--- src/rtl/merge_pkg.sv ---
// rtl/merge_pkg.sv - shared types and sizing helpers for the round-robin merge
package merge_pkg;

    typedef logic sel_t;

    localparam sel_t SEL_IN0 = 1'b0;
    localparam sel_t SEL_IN1 = 1'b1;

    // Width of a saturating counter that must hold values 0..burst.
    function automatic int run_width(input int burst);
        return (burst < 1) ? 1 : $clog2(burst + 1);
    endfunction

endpackage

--- src/rtl/merge_rr_arbiter_if.sv ---
// rtl/merge_rr_arbiter_if.sv - two input streams, one merged output stream with source tag
interface merge_rr_arbiter_if #(
    parameter int WIDTH = 8
);
    logic             in0_valid;
    logic             in0_ready;
    logic [WIDTH-1:0] in0_data;
    logic             in1_valid;
    logic             in1_ready;
    logic [WIDTH-1:0] in1_data;
    logic             out_valid;
    logic             out_ready;
    logic [WIDTH-1:0] out_data;
    logic             out_sel;

    modport slave (
        input  in0_valid,
        input  in0_data,
        output in0_ready,
        input  in1_valid,
        input  in1_data,
        output in1_ready,
        output out_valid,
        output out_data,
        output out_sel,
        input  out_ready
    );

    modport master (
        output in0_valid,
        output in0_data,
        input  in0_ready,
        output in1_valid,
        output in1_data,
        input  in1_ready,
        input  out_valid,
        input  out_data,
        input  out_sel,
        output out_ready
    );

endinterface

--- src/rtl/merge_rr_core.sv ---
// rtl/merge_rr_core.sv - burst-limited round-robin grant with last-winner and run-length state
module merge_rr_core
    import merge_pkg::*;
#(
    parameter int BURST = 1
) (
    input  logic clk,
    input  logic rst,
    input  logic in0_valid,
    input  logic in1_valid,
    input  logic accept,
    output sel_t g,
    output logic any_grant
);

    localparam int             RW      = run_width(BURST);
    localparam logic [RW-1:0]  RUN_MAX = RW'(BURST);
    localparam logic [RW-1:0]  RUN_ONE = RW'(1);

    sel_t          last_q, last_d;
    logic [RW-1:0] run_q,  run_d;

    always_comb begin
        g         = SEL_IN0;
        any_grant = in0_valid | in1_valid;
        if (in0_valid && in1_valid) begin
            // Keep the incumbent until it has used its burst, then hand over.
            g = (run_q >= RUN_MAX) ? ~last_q : last_q;
        end else if (in1_valid) begin
            g = SEL_IN1;
        end
    end

    always_comb begin
        last_d = last_q;
        run_d  = run_q;
        if (accept) begin
            last_d = g;
            if (g == last_q) begin
                run_d = (run_q >= RUN_MAX) ? RUN_MAX : run_q + RUN_ONE;
            end else begin
                run_d = RUN_ONE;
            end
        end
    end

    always_ff @(posedge clk or posedge rst) begin
        if (rst) begin
            last_q <= SEL_IN0;
            run_q  <= '0;
        end else begin
            last_q <= last_d;
            run_q  <= run_d;
        end
    end

endmodule

--- src/rtl/merge_rr_arbiter.sv ---
// rtl/merge_rr_arbiter.sv - 2:1 registered stream merge with built-in fair scheduler and source tag
module merge_rr_arbiter
    import merge_pkg::*;
#(
    parameter int WIDTH = 8,
    parameter int BURST = 1
) (
    input  logic                clk,
    input  logic                rst,
    merge_rr_arbiter_if.slave   bus
);

    logic             out_valid_q, out_valid_d;
    logic [WIDTH-1:0] out_data_q,  out_data_d;
    sel_t             out_sel_q,   out_sel_d;

    logic load_en;
    logic in0_ready;
    logic in1_ready;
    logic accept;
    sel_t g;
    logic any_grant;

    merge_rr_core #(
        .BURST (BURST)
    ) u_core (
        .clk       (clk),
        .rst       (rst),
        .in0_valid (bus.in0_valid),
        .in1_valid (bus.in1_valid),
        .accept    (accept),
        .g         (g),
        .any_grant (any_grant)
    );

    // Readies see out_ready combinationally so a draining register refills in the same cycle.
    always_comb begin
        load_en   = !out_valid_q || bus.out_ready;
        in0_ready = !rst && load_en && any_grant && bus.in0_valid && (g == SEL_IN0);
        in1_ready = !rst && load_en && any_grant && bus.in1_valid && (g == SEL_IN1);
        accept    = in0_ready || in1_ready;
    end

    always_comb begin
        out_valid_d = out_valid_q;
        out_data_d  = out_data_q;
        out_sel_d   = out_sel_q;
        if (accept) begin
            out_valid_d = 1'b1;
            out_sel_d   = g;
            out_data_d  = (g == SEL_IN1) ? bus.in1_data : bus.in0_data;
        end else if (load_en) begin
            out_valid_d = 1'b0;
        end
    end

    always_ff @(posedge clk or posedge rst) begin
        if (rst) begin
            out_valid_q <= 1'b0;
            out_data_q  <= '0;
            out_sel_q   <= SEL_IN0;
        end else begin
            out_valid_q <= out_valid_d;
            out_data_q  <= out_data_d;
            out_sel_q   <= out_sel_d;
        end
    end

    assign bus.in0_ready = in0_ready;
    assign bus.in1_ready = in1_ready;
    assign bus.out_valid = out_valid_q;
    assign bus.out_data  = out_data_q;
    assign bus.out_sel   = out_sel_q;

    a_one_ready: assert property (@(posedge clk) disable iff (rst) !(in0_ready && in1_ready));

endmodule

--- src/flat_wrapper.sv ---
// flat-port wrapper written by rule: the top's interface ports become plain ports
module merge_rr_arbiter_flat import merge_pkg::*;
#(
    parameter int WIDTH = 8,
    parameter int BURST = 1
)
  (clk, rst, bus_in0_valid, bus_in0_data, bus_in0_ready, bus_in1_valid, bus_in1_data, bus_in1_ready, bus_out_valid, bus_out_data, bus_out_sel, bus_out_ready);
  merge_rr_arbiter_if #(.WIDTH(WIDTH)) bus_i ();
  input  logic clk;
  input  logic rst;
  input wire logic [$bits(bus_i.in0_valid)-1:0] bus_in0_valid;
  input wire logic [$bits(bus_i.in0_data)-1:0] bus_in0_data;
  output wire logic [$bits(bus_i.in0_ready)-1:0] bus_in0_ready;
  input wire logic [$bits(bus_i.in1_valid)-1:0] bus_in1_valid;
  input wire logic [$bits(bus_i.in1_data)-1:0] bus_in1_data;
  output wire logic [$bits(bus_i.in1_ready)-1:0] bus_in1_ready;
  output wire logic [$bits(bus_i.out_valid)-1:0] bus_out_valid;
  output wire logic [$bits(bus_i.out_data)-1:0] bus_out_data;
  output wire logic [$bits(bus_i.out_sel)-1:0] bus_out_sel;
  input wire logic [$bits(bus_i.out_ready)-1:0] bus_out_ready;
  assign bus_i.in0_valid = bus_in0_valid;
  assign bus_i.in0_data = bus_in0_data;
  assign bus_in0_ready = bus_i.in0_ready;
  assign bus_i.in1_valid = bus_in1_valid;
  assign bus_i.in1_data = bus_in1_data;
  assign bus_in1_ready = bus_i.in1_ready;
  assign bus_out_valid = bus_i.out_valid;
  assign bus_out_data = bus_i.out_data;
  assign bus_out_sel = bus_i.out_sel;
  assign bus_i.out_ready = bus_out_ready;
  merge_rr_arbiter #(.WIDTH(WIDTH), .BURST(BURST)) u_core (.clk(clk), .rst(rst), .bus(bus_i));
endmodule
--- config.mk ---
export PLATFORM = sky130hd
export DESIGN_NAME = merge_rr_arbiter_flat
export DESIGN_NICKNAME = d
export VERILOG_FILES = /design/src/rtl/merge_pkg.sv /design/src/rtl/merge_rr_arbiter_if.sv /design/src/rtl/merge_rr_core.sv /design/src/rtl/merge_rr_arbiter.sv /design/src/flat_wrapper.sv
export SDC_FILE = /design/constraint.sdc
export NUM_CORES = 1
export LEC_CHECK = 0
export CAP_MARGIN = 20
export CORE_UTILIZATION = 35
export CTS_BUF_LIST = sky130_fd_sc_hd__clkbuf_4
export CTS_CLUSTER_DIAMETER = 50
export DETAILED_ROUTE_END_ITERATION = 10
export DONT_BUFFER_PORTS = 1
export PLACE_DENSITY = 0.45
export SYNTH_ARGS = -nofsm -noshare
export SYNTH_HDL_FRONTEND = slang
export SYNTH_HIERARCHICAL = 1
export SYNTH_SLANG_ARGS = --single-unit
--- constraint.sdc ---
create_clock -name clk -period 2.3 [get_ports clk]
set_input_delay 0.345 -clock clk [delete_from_list [all_inputs] [get_ports clk]]
set_output_delay 0.345 -clock clk [all_outputs]
set_load 0.05 [all_outputs]
Word level (Yosys, flattened, before mapping). Index checks and enable logic that the tools add are counted.

Add/sub/neg operators: 1. $mul: 0. Divide/modulo/power cells: 0. $lt $le $gt $ge: 1. Eq/ne operators: 1. Shift-type cells: 0. Mux-type cells: 8. Bitwise logic cells: 3. Reduce and logical (&&, ||, !) cells: 12.

Operators by type and width (count): 2-to-1 mux 8 bit (1); logical AND 1 bit (7); 2-to-1 mux 1 bit (7); logical NOT 1 bit (2); logical OR 1 bit (2); inverter 1 bit (2); nonzero test 2 bit (1); adder 1 bit (second input constant) (1); equality test 1 bit (1); greater-or-equal comparator 1 bit (second input constant) (1); OR 1 bit (1).

Register bits: 11. Latch bits: 0. Bits in writable memories: 0. Memory bits (read-only): 0. Bits of input ports: 21. Output and inout port bits: 12. Logic and storage cells: 30. Memories: 0.

Depth between registers and ports, before layout. Gate-level depths: netlist (run 1).

Word-level depth: 8. Mapped depth: 7. Mapped depth without buffers: 6.

By module. The synthesis (run 1) kept the hierarchy.

Modules (own cells, without submodules): merge_rr_arbiter (times used 1, cells an instance 43, area each 569.3 µm², seq. area each 250.2 µm²); merge_rr_core (times used 1, cells an instance 12, area each 107.6 µm², seq. area each 50.0 µm²).

Worst setup path after synthesis (run 1). Ideal clock, no wire load.

Kind: register -> output. From: reg u_core.out_valid_q (netlist: u_core/bus.out_valid). To: out bus_in0_ready. Arrival time: 2.007 ns. Data required time: 1.955 ns. Setup slack: -0.052 ns. Cell stages (with the launch flop): 4. Path buffers: 0. Cell sequence: dfrtp_1 nand2b_1 nand2_1 nor3b_1.

Longest elaborated chain between the ends: 6.

RTL lines: from (decl) (line merge_rr_arbiter.sv:13) `logic out_valid_q, out_valid_d;`; from (signal assigned) (line merge_rr_arbiter.sv:63) `out_valid_q <= out_valid_d;`; logical NOT 1 bit (line merge_rr_arbiter.sv:38) `load_en = !out_valid_q || bus.out_ready;`; logical OR 1 bit (line merge_rr_arbiter.sv:38); logical AND 1 bit (4 in series) (line merge_rr_arbiter.sv:39) `in0_ready = !rst && load_en && any_grant && bus.in0_valid && (g == SEL_IN0);`; to (decl) (line flat_wrapper.sv:13) `output wire logic [$bits(bus_i.in0_ready)-1:0] bus_in0_ready;`.

Every way passes these cells.

Final worst setup path (run 1).
From: reg u_core.u_core.run_q. To: out bus_in1_ready.

Longest elaborated chain between the ends: 4.

RTL lines: from (decl) (line merge_rr_core.sv:21) `logic [RW-1:0] run_q, run_d;`; from (signal assigned) (line merge_rr_core.sv:53) `run_q <= run_d;`; greater-or-equal comparator 1 bit (line merge_rr_core.sv:28) `g = (run_q >= RUN_MAX) ? ~last_q : last_q;`; 2-to-1 mux 1 bit (line merge_rr_core.sv:28); 2-to-1 mux 1 bit (line merge_rr_core.sv:26) `if (in0_valid && in1_valid) begin`; via u_core.g (line merge_rr_arbiter.sv:21) `sel_t g;`; logical AND 1 bit (line merge_rr_arbiter.sv:40) `in1_ready = !rst && load_en && any_grant && bus.in1_valid && (g == SEL_IN1);`; to (decl) (line flat_wrapper.sv:16) `output wire logic [$bits(bus_i.in1_ready)-1:0] bus_in1_ready;`.

The timed path passes the listed nets, and every way through them passes these cells.

==> results.yml, run 1 <==
critical_path:
  cp_num_buf_inv: 2
  critPathMaxStageDelay_ns: 0.42
  r2r-start: "u_core/u_core/run_q"
  cpMostUsedCell: "buf_4"
  crit_path_max_fanout: 11
  r2r-end: "u_core/bus.out_data[6]"
  start_kind: "register"
  r2r_setup_slack_ns: 0.54
  worstPathArrival_ns: 1.64
  crit_type: "register to primary output"
  path_delay_family: "buffers and inverters"
  cpMaxStageDelayCell: "dfrtp_1"
  crit_chain: "xnor2_1 -> a21boi_1 -> buf_4 -> nand2_1 -> nor2_1 -> buf_4"
  cp.required_ns: 1.96
  crit_start: "u_core/u_core/run_q"
  end_kind: "primary output"
  worst_r2r_path_depth: 6
synthesis:
  synth_top_area_frac: 0.444
  synthCells: 55
  synth_edf_count: 0
  yosys-top-cells-area: "dfrtp_1, mux2_4, mux2_2"
  syn_area_sq_um: 677
  synth_top_cell_by_area: "dfrtp_1"
  yosys_most_used_dff: "dfrtp_1"
  yosys-top-cells-count: "dfrtp_1, mux2_2, mux2_4"
  synth_fp_nets: 76
  synth_seq_area_share: 0.444
  ys.warnings.count: 6
  yosys.cell_count.top_type: "dfrtp_1"
  async_flop_share: 1.00
  ys_seq_elements: 12
  synthDistinctLibCells: 21
  syn_area_per_cell_sq_um: 12.3
worst_hold_path:
  whs_path_depth: 2
  hold_path_end: "u_core/bus.out_sel"
  worstHoldPathType: "input pin to register"
  hp-start: "bus_in1_valid"
cells_and_area:
  seqCellArea_sq_um: 300
  multi_input_area_sq_um: 354
  drive_above_1_share: 0.453
  diodes: 0
  final_nets: 86
  fillerInstances: 171
  stdcell_count: 89
  area_growth_pct: 15.0
floorplan:
  dieHeight_um: 46.0
  die_area_sq_um: 2110
  ios: 33
  die_w_um: 46.0
  num_rows: 15
  core_area_sq_um: 1760
  initial_core_util: 0.384
sta:
  slew_headroom: 0.669
  finalSetupViolCount: 0
  slew_violations: 0
  clock_skew_ns: 0.00886
  post-route-period-util: 0.865
  fmax_ghz: 0.503
  tightest_slew_ns: 0.497
  setup_tns_ns: 0
  fin_crit_ns: 1.99
  grt_setup_unrepaired: "false"
  hold_viol: 0
clocking:
  ctsResizeCount: 0
  cts_setup_buffers: 0
  cts.clk_slew.worst_paths_ns: 0.08
  cts_made_buffers: 3
  root_buffer: "clkbuf_4"
  cts_tree: "done"
  cts_buffer_depth: 2
  cts_hold_buf: 1
  insertion_delay_ns: 0.27
  h-tree-depth: 1
  clock_sinks: 12
power_and_ir_drop:
  peakVddDrop_v: 0.000589
  p_leak_nw: 0.342
  power_density_nw_per_um2: 1100
drt:
  dr.pass1.iters: 4
  wl_per_cell_um: 16.2
  via_per_inst: 5.28
  routed_wl_mm: 1.44
  ant_nets: 0
  drt_first_iter_violations: 4
  via_count: 470
  drc: 0
grt:
  grt_max_degree: 12
  grt_overflow: 0
  grtUsageTotal: 0.155
  antenna_found_initial: 0
  grt_pass1_wl_mm: 2.28
  grt_pass1_vias: 507
run_status:
  status: "completed"
placement:
  hpwlAfterDp_mm: 1.11
  port_buffers: 0
  dp.cells: 84
  routabilityCongestion: 0.685
run:
  drv_cap: 0
cell usage in the layout (no fill, tap or decap):
cell type,synthesis,final
a21boi_1,1,1
a21oi_1,2,2
a2bb2oi_1,1,1
a31oi_1,1,1
buf_4,0,6
clkbuf_4,0,3
clkinv_1,0,1
dfrtp_1,12,12
dlygate4sd3_1,0,1
inv_1,3,3
mux2_2,8,8
mux2_4,8,8
mux2i_1,1,1
nand2_1,3,3
nand2b_1,3,3
nand3_1,2,2
nor2_1,1,1
nor2b_1,1,1
nor3b_2,1,2
o21ai_0,1,1
or2_2,2,2
xnor2_1,1,1
worst max path at each step:
| stage | endpoint | slack (ns) | cells after the start |
|---|---|---|---|
| 2_1_floorplan | bus_in1_ready | 0.24 | 5 |
| 3_3_place_gp | u_core/bus.out_data[6] | 0.61 | 6 |
| 3_5_place_dp | u_core/bus.out_data[2] | 0.56 | 6 |
| 4_1_cts | bus_in1_ready | 0.30 | 6 |
| 5_1_grt | bus_in1_ready | 0.19 | 6 |
| 6_report | bus_in1_ready | 0.31 | 6 |
cell type report:
| type | count | area share |
|---|---|---|
| inverters | 3 | 0.0145 |
| well taps | 25 | 0.0402 |
| clock inverters | 1 | 0.00482 |
| flip-flops and latches | 12 | 0.386 |
| clock buffers | 3 | 0.0289 |
| repair buffers | 7 | 0.0707 |
| multi-input cells | 38 | 0.455 |
flip-flops by register name, summed over array words and instances, names as in the netlist:
| register | flops |
|---|---|
| u_core/u_core/last_q | 1 |
| u_core/bus.out_valid | 1 |
| u_core/u_core/run_q | 1 |
| u_core/bus.out_data | 8 |
| u_core/bus.out_sel | 1 |
cells by family after synthesis:
family	synth area share
and+or+nand+nor	0.122
xor gates and xnor gates	0.0129
DFF	0.444
AOI/OAI and AO/OA	0.0555
buffers and inverters	0.0407
muxes	0.325
metrics by stage:
| stage | setup slack, ns | cell area [sq um] | util | power [mW] | hold WS, ns |
|---|---|---|---|---|---|
| 2_1_floorplan | 0.245 | 682 | - | 0.685 | 0.0862 |
| 3_3_place_gp | 0.606 | 742 | 0.421 | 0.720 | 0.0914 |
| 3_5_place_dp | 0.557 | 742 | 0.421 | 0.732 | 0.0953 |
| 4_1_cts | 0.297 | 778 | 0.441 | 0.870 | 0.213 |
| 5_1_grt | 0.189 | 778 | 0.441 | 0.900 | 0.213 |
| 6_report | 0.311 | 778 | 0.441 | 0.857 | 0.224 |
layer usage:
metal  GRT usage  vias to the layer above  wire length [um]
li1            -                      209                 -
met1       0.178                      234               576
met2       0.268                       27               747
met3      0.0317                        0               114
met4      0.0824                        0                 0
met5           0                        -                 0
power by group:
group,total [mW],leakage [nW],switching (mW),internal [mW]
Clock,0.131,0.0154,0.0687,0.0626
Combinational,0.206,0.186,0.0797,0.126
Sequential,0.520,0.140,0.249,0.271
Total,0.857,0.342,0.398,0.460
worst register-to-register path, stage by stage (launching register included):
cell and delay (ns):
dfrtp_1 0.42, xnor2_1 0.15, a21boi_1 0.22, mux2i_1 0.14, nor3b_2 0.20, buf_4 0.21, mux2_4 0.31
(Power assumes the default switching activity.)
==> inputs of run 2 (changes only) <==
--- a/config.mk
+++ b/config.mk
@@ -6,12 +6,14 @@
 export NUM_CORES = 1
 export LEC_CHECK = 0
 export CAP_MARGIN = 20
+export CELL_PAD_IN_SITES_DETAIL_PLACEMENT = 1
+export CELL_PAD_IN_SITES_GLOBAL_PLACEMENT = 1
 export CORE_UTILIZATION = 35
 export CTS_BUF_LIST = sky130_fd_sc_hd__clkbuf_4
 export CTS_CLUSTER_DIAMETER = 50
 export DETAILED_ROUTE_END_ITERATION = 10
 export DONT_BUFFER_PORTS = 1
-export PLACE_DENSITY = 0.45
+export PLACE_DENSITY = 0.57
 export SYNTH_ARGS = -nofsm -noshare
 export SYNTH_HDL_FRONTEND = slang
 export SYNTH_HIERARCHICAL = 1
==> results.yml, run 2 (synthesis gave the netlist of run 1 again) <==
run_status:
  status: "completed"
cells_and_area:
  largest_reg_flops: 8
  layout.cells.most_common_list: "dfrtp_1, mux2_2, mux2_4"
  final_common_cell: "dfrtp_1"
  final_nets: 85
  drive_above_1_share: 0.452
  diodes: 0
  area_growth_pct: 13.3
  utilization: 0.435
grt:
  grtUsageTotal: 0.162
  grt_pass1_wl_mm: 2.37
  grt_pass1_vias: 556
  grt_max_degree: 12
  antenna_found_initial: 0
  grt_overflow: 0
drt:
  drc: 0
  routed_wl_mm: 1.43
  ant_nets: 0
  drt_first_iter_violations: 1
  dr.pass1.iters: 2
  wl_per_cell_um: 16.4
  via_count: 460
  via_per_inst: 5.29
critical_path:
  path_delay_family: "buffers and inverters"
  start_kind: "register"
  end_kind: "primary output"
  crit_type: "register to primary output"
  cpMostUsedCell: "buf_4"
  critPathMaxStageDelay_ns: 0.43
  crit_path_max_fanout: 11
  worstPathArrival_ns: 1.72
  cpMaxStageDelayCell: "dfrtp_1"
  cp.required_ns: 1.96
  cp_num_buf_inv: 2
  crit_chain: "xnor2_1 -> a21boi_1 -> buf_4 -> nand2_1 -> nor2_1 -> buf_4"
sta:
  clock_skew_ns: 0.00389
  slew_violations: 0
  setup_tns_ns: 0
  finalSetupViolCount: 0
  fin_crit_ns: 2.07
  grt_setup_unrepaired: "false"
  slew_headroom: 0.667
  tightest_slew_ns: 0.500
  fmax_ghz: 0.483
  hold_viol: 0
  post-route-period-util: 0.900
  fin_hold_ws_ns: 0.237
power_and_ir_drop:
  power_density_nw_per_um2: 1110
  clkPwrFrac: 0.141
  internal_power_uw: 456
  p_leak_nw: 0.335
  swShare: 0.463
  peakVddDrop_v: 0.000571
  seq_power_share: 0.617
  switchingPower_uw: 393
  pwr-share-comb: 0.242
run:
  drv_cap: 0
floorplan:
  dieHeight_um: 46.0
  ios: 33
  die_w_um: 46.0
  core_area_sq_um: 1760
  die_area_sq_um: 2110
  num_rows: 15
  initial_core_util: 0.384
clocking:
  cts.clk_slew.worst_paths_ns: 0.07
  insertion_delay_ns: 0.26
  root_buffer: "clkbuf_4"
  cts_tree: "done"
  cts_setup_buffers: 0
  clock_sinks: 12
  cts_buffer_depth: 2
  cts_made_buffers: 3
  h-tree-depth: 1
placement:
  routabilityCongestion: 0.684
  port_buffers: 0
  hpwlAfterDp_mm: 1.12
worst_hold_path:
  worstHoldPathType: "input pin to register"
-- run 2: changes by cell type in the layout (fill, tap and decap cells not counted), sizes merged --
cell | before | now
buf | 6 | 5
clkinv | 1 | 0
-- run 2: what timing repair did --
item	4_1_cts	5_1_grt
resized for setup	0	0
hold buffers	1	0
endpoints found under the setup margin	0	0
hold endpoints to repair	12	0
-- run 2: worst register-to-register path, stage by stage (launching register included) --
cell      delay (ns)
dfrtp_1         0.43
xnor2_1         0.16
a21boi_1        0.24
mux2i_1         0.14
nor3b_2         0.33
buf_4           0.26
mux2_4          0.31
-- run 2: area by class of cell --
type	count	area [sq um]
Multi-Input combinational cell	38	354
Inverter	3	11.3
Tap cell	25	31.3
Fill cell	202	997
Clock buffer	3	22.5
Sequential cell	12	300
Timing Repair Buffer	6	47.5
-- run 2: per-stage QoR --
step	setup slack, ns	instance area (sq um)	power (mW)	instances
2_1_floorplan	0.245	682	0.685	55
3_3_place_gp	0.461	734	0.718	83
3_5_place_dp	0.326	734	0.730	83
4_1_cts	0.223	767	0.861	87
5_1_grt	0.151	767	0.894	87
6_report	0.231	767	0.848	87
-- run 2: routing by layer --
| layer | vias to the layer above | track usage | wire, um |
|---|---|---|---|
| met2 | 31 | 0.285 | 707 |
| met3 | 2 | 0.0437 | 153 |
| met1 | 218 | 0.181 | 559 |
| met4 | 0 | 0.0706 | 4 |
| li1 | 209 | - | - |
| met5 | - | 0 | 0 |
-- run 2: power groups by stage --
stage | logic, mW | clock network [mW] | registers [mW]
floorplan | 0.166 | 0 | 0.519
CTS | 0.208 | 0.129 | 0.524
detailed placement | 0.205 | 0 | 0.524
finish | 0.205 | 0.120 | 0.523
global route | 0.223 | 0.137 | 0.534
global placement | 0.194 | 0 | 0.524
-- run 2: worst paths after layout --
path,start,to,slack [ns],cells after the start
setup / recovery,u_core/u_core/run_q,bus_in1_ready,0.23,6
hold / removal,bus_in1_valid,u_core/u_core/last_q,0.24,2
setup reg to reg,u_core/u_core/run_q,u_core/bus.out_data[4],0.32,6
hold reg to reg,u_core/u_core/run_q,u_core/u_core/run_q,0.58,1
max in group asynchronous,rst,u_core/bus.out_data[6],1.49,2
min in group asynchronous,rst,u_core/u_core/run_q,0.40,2
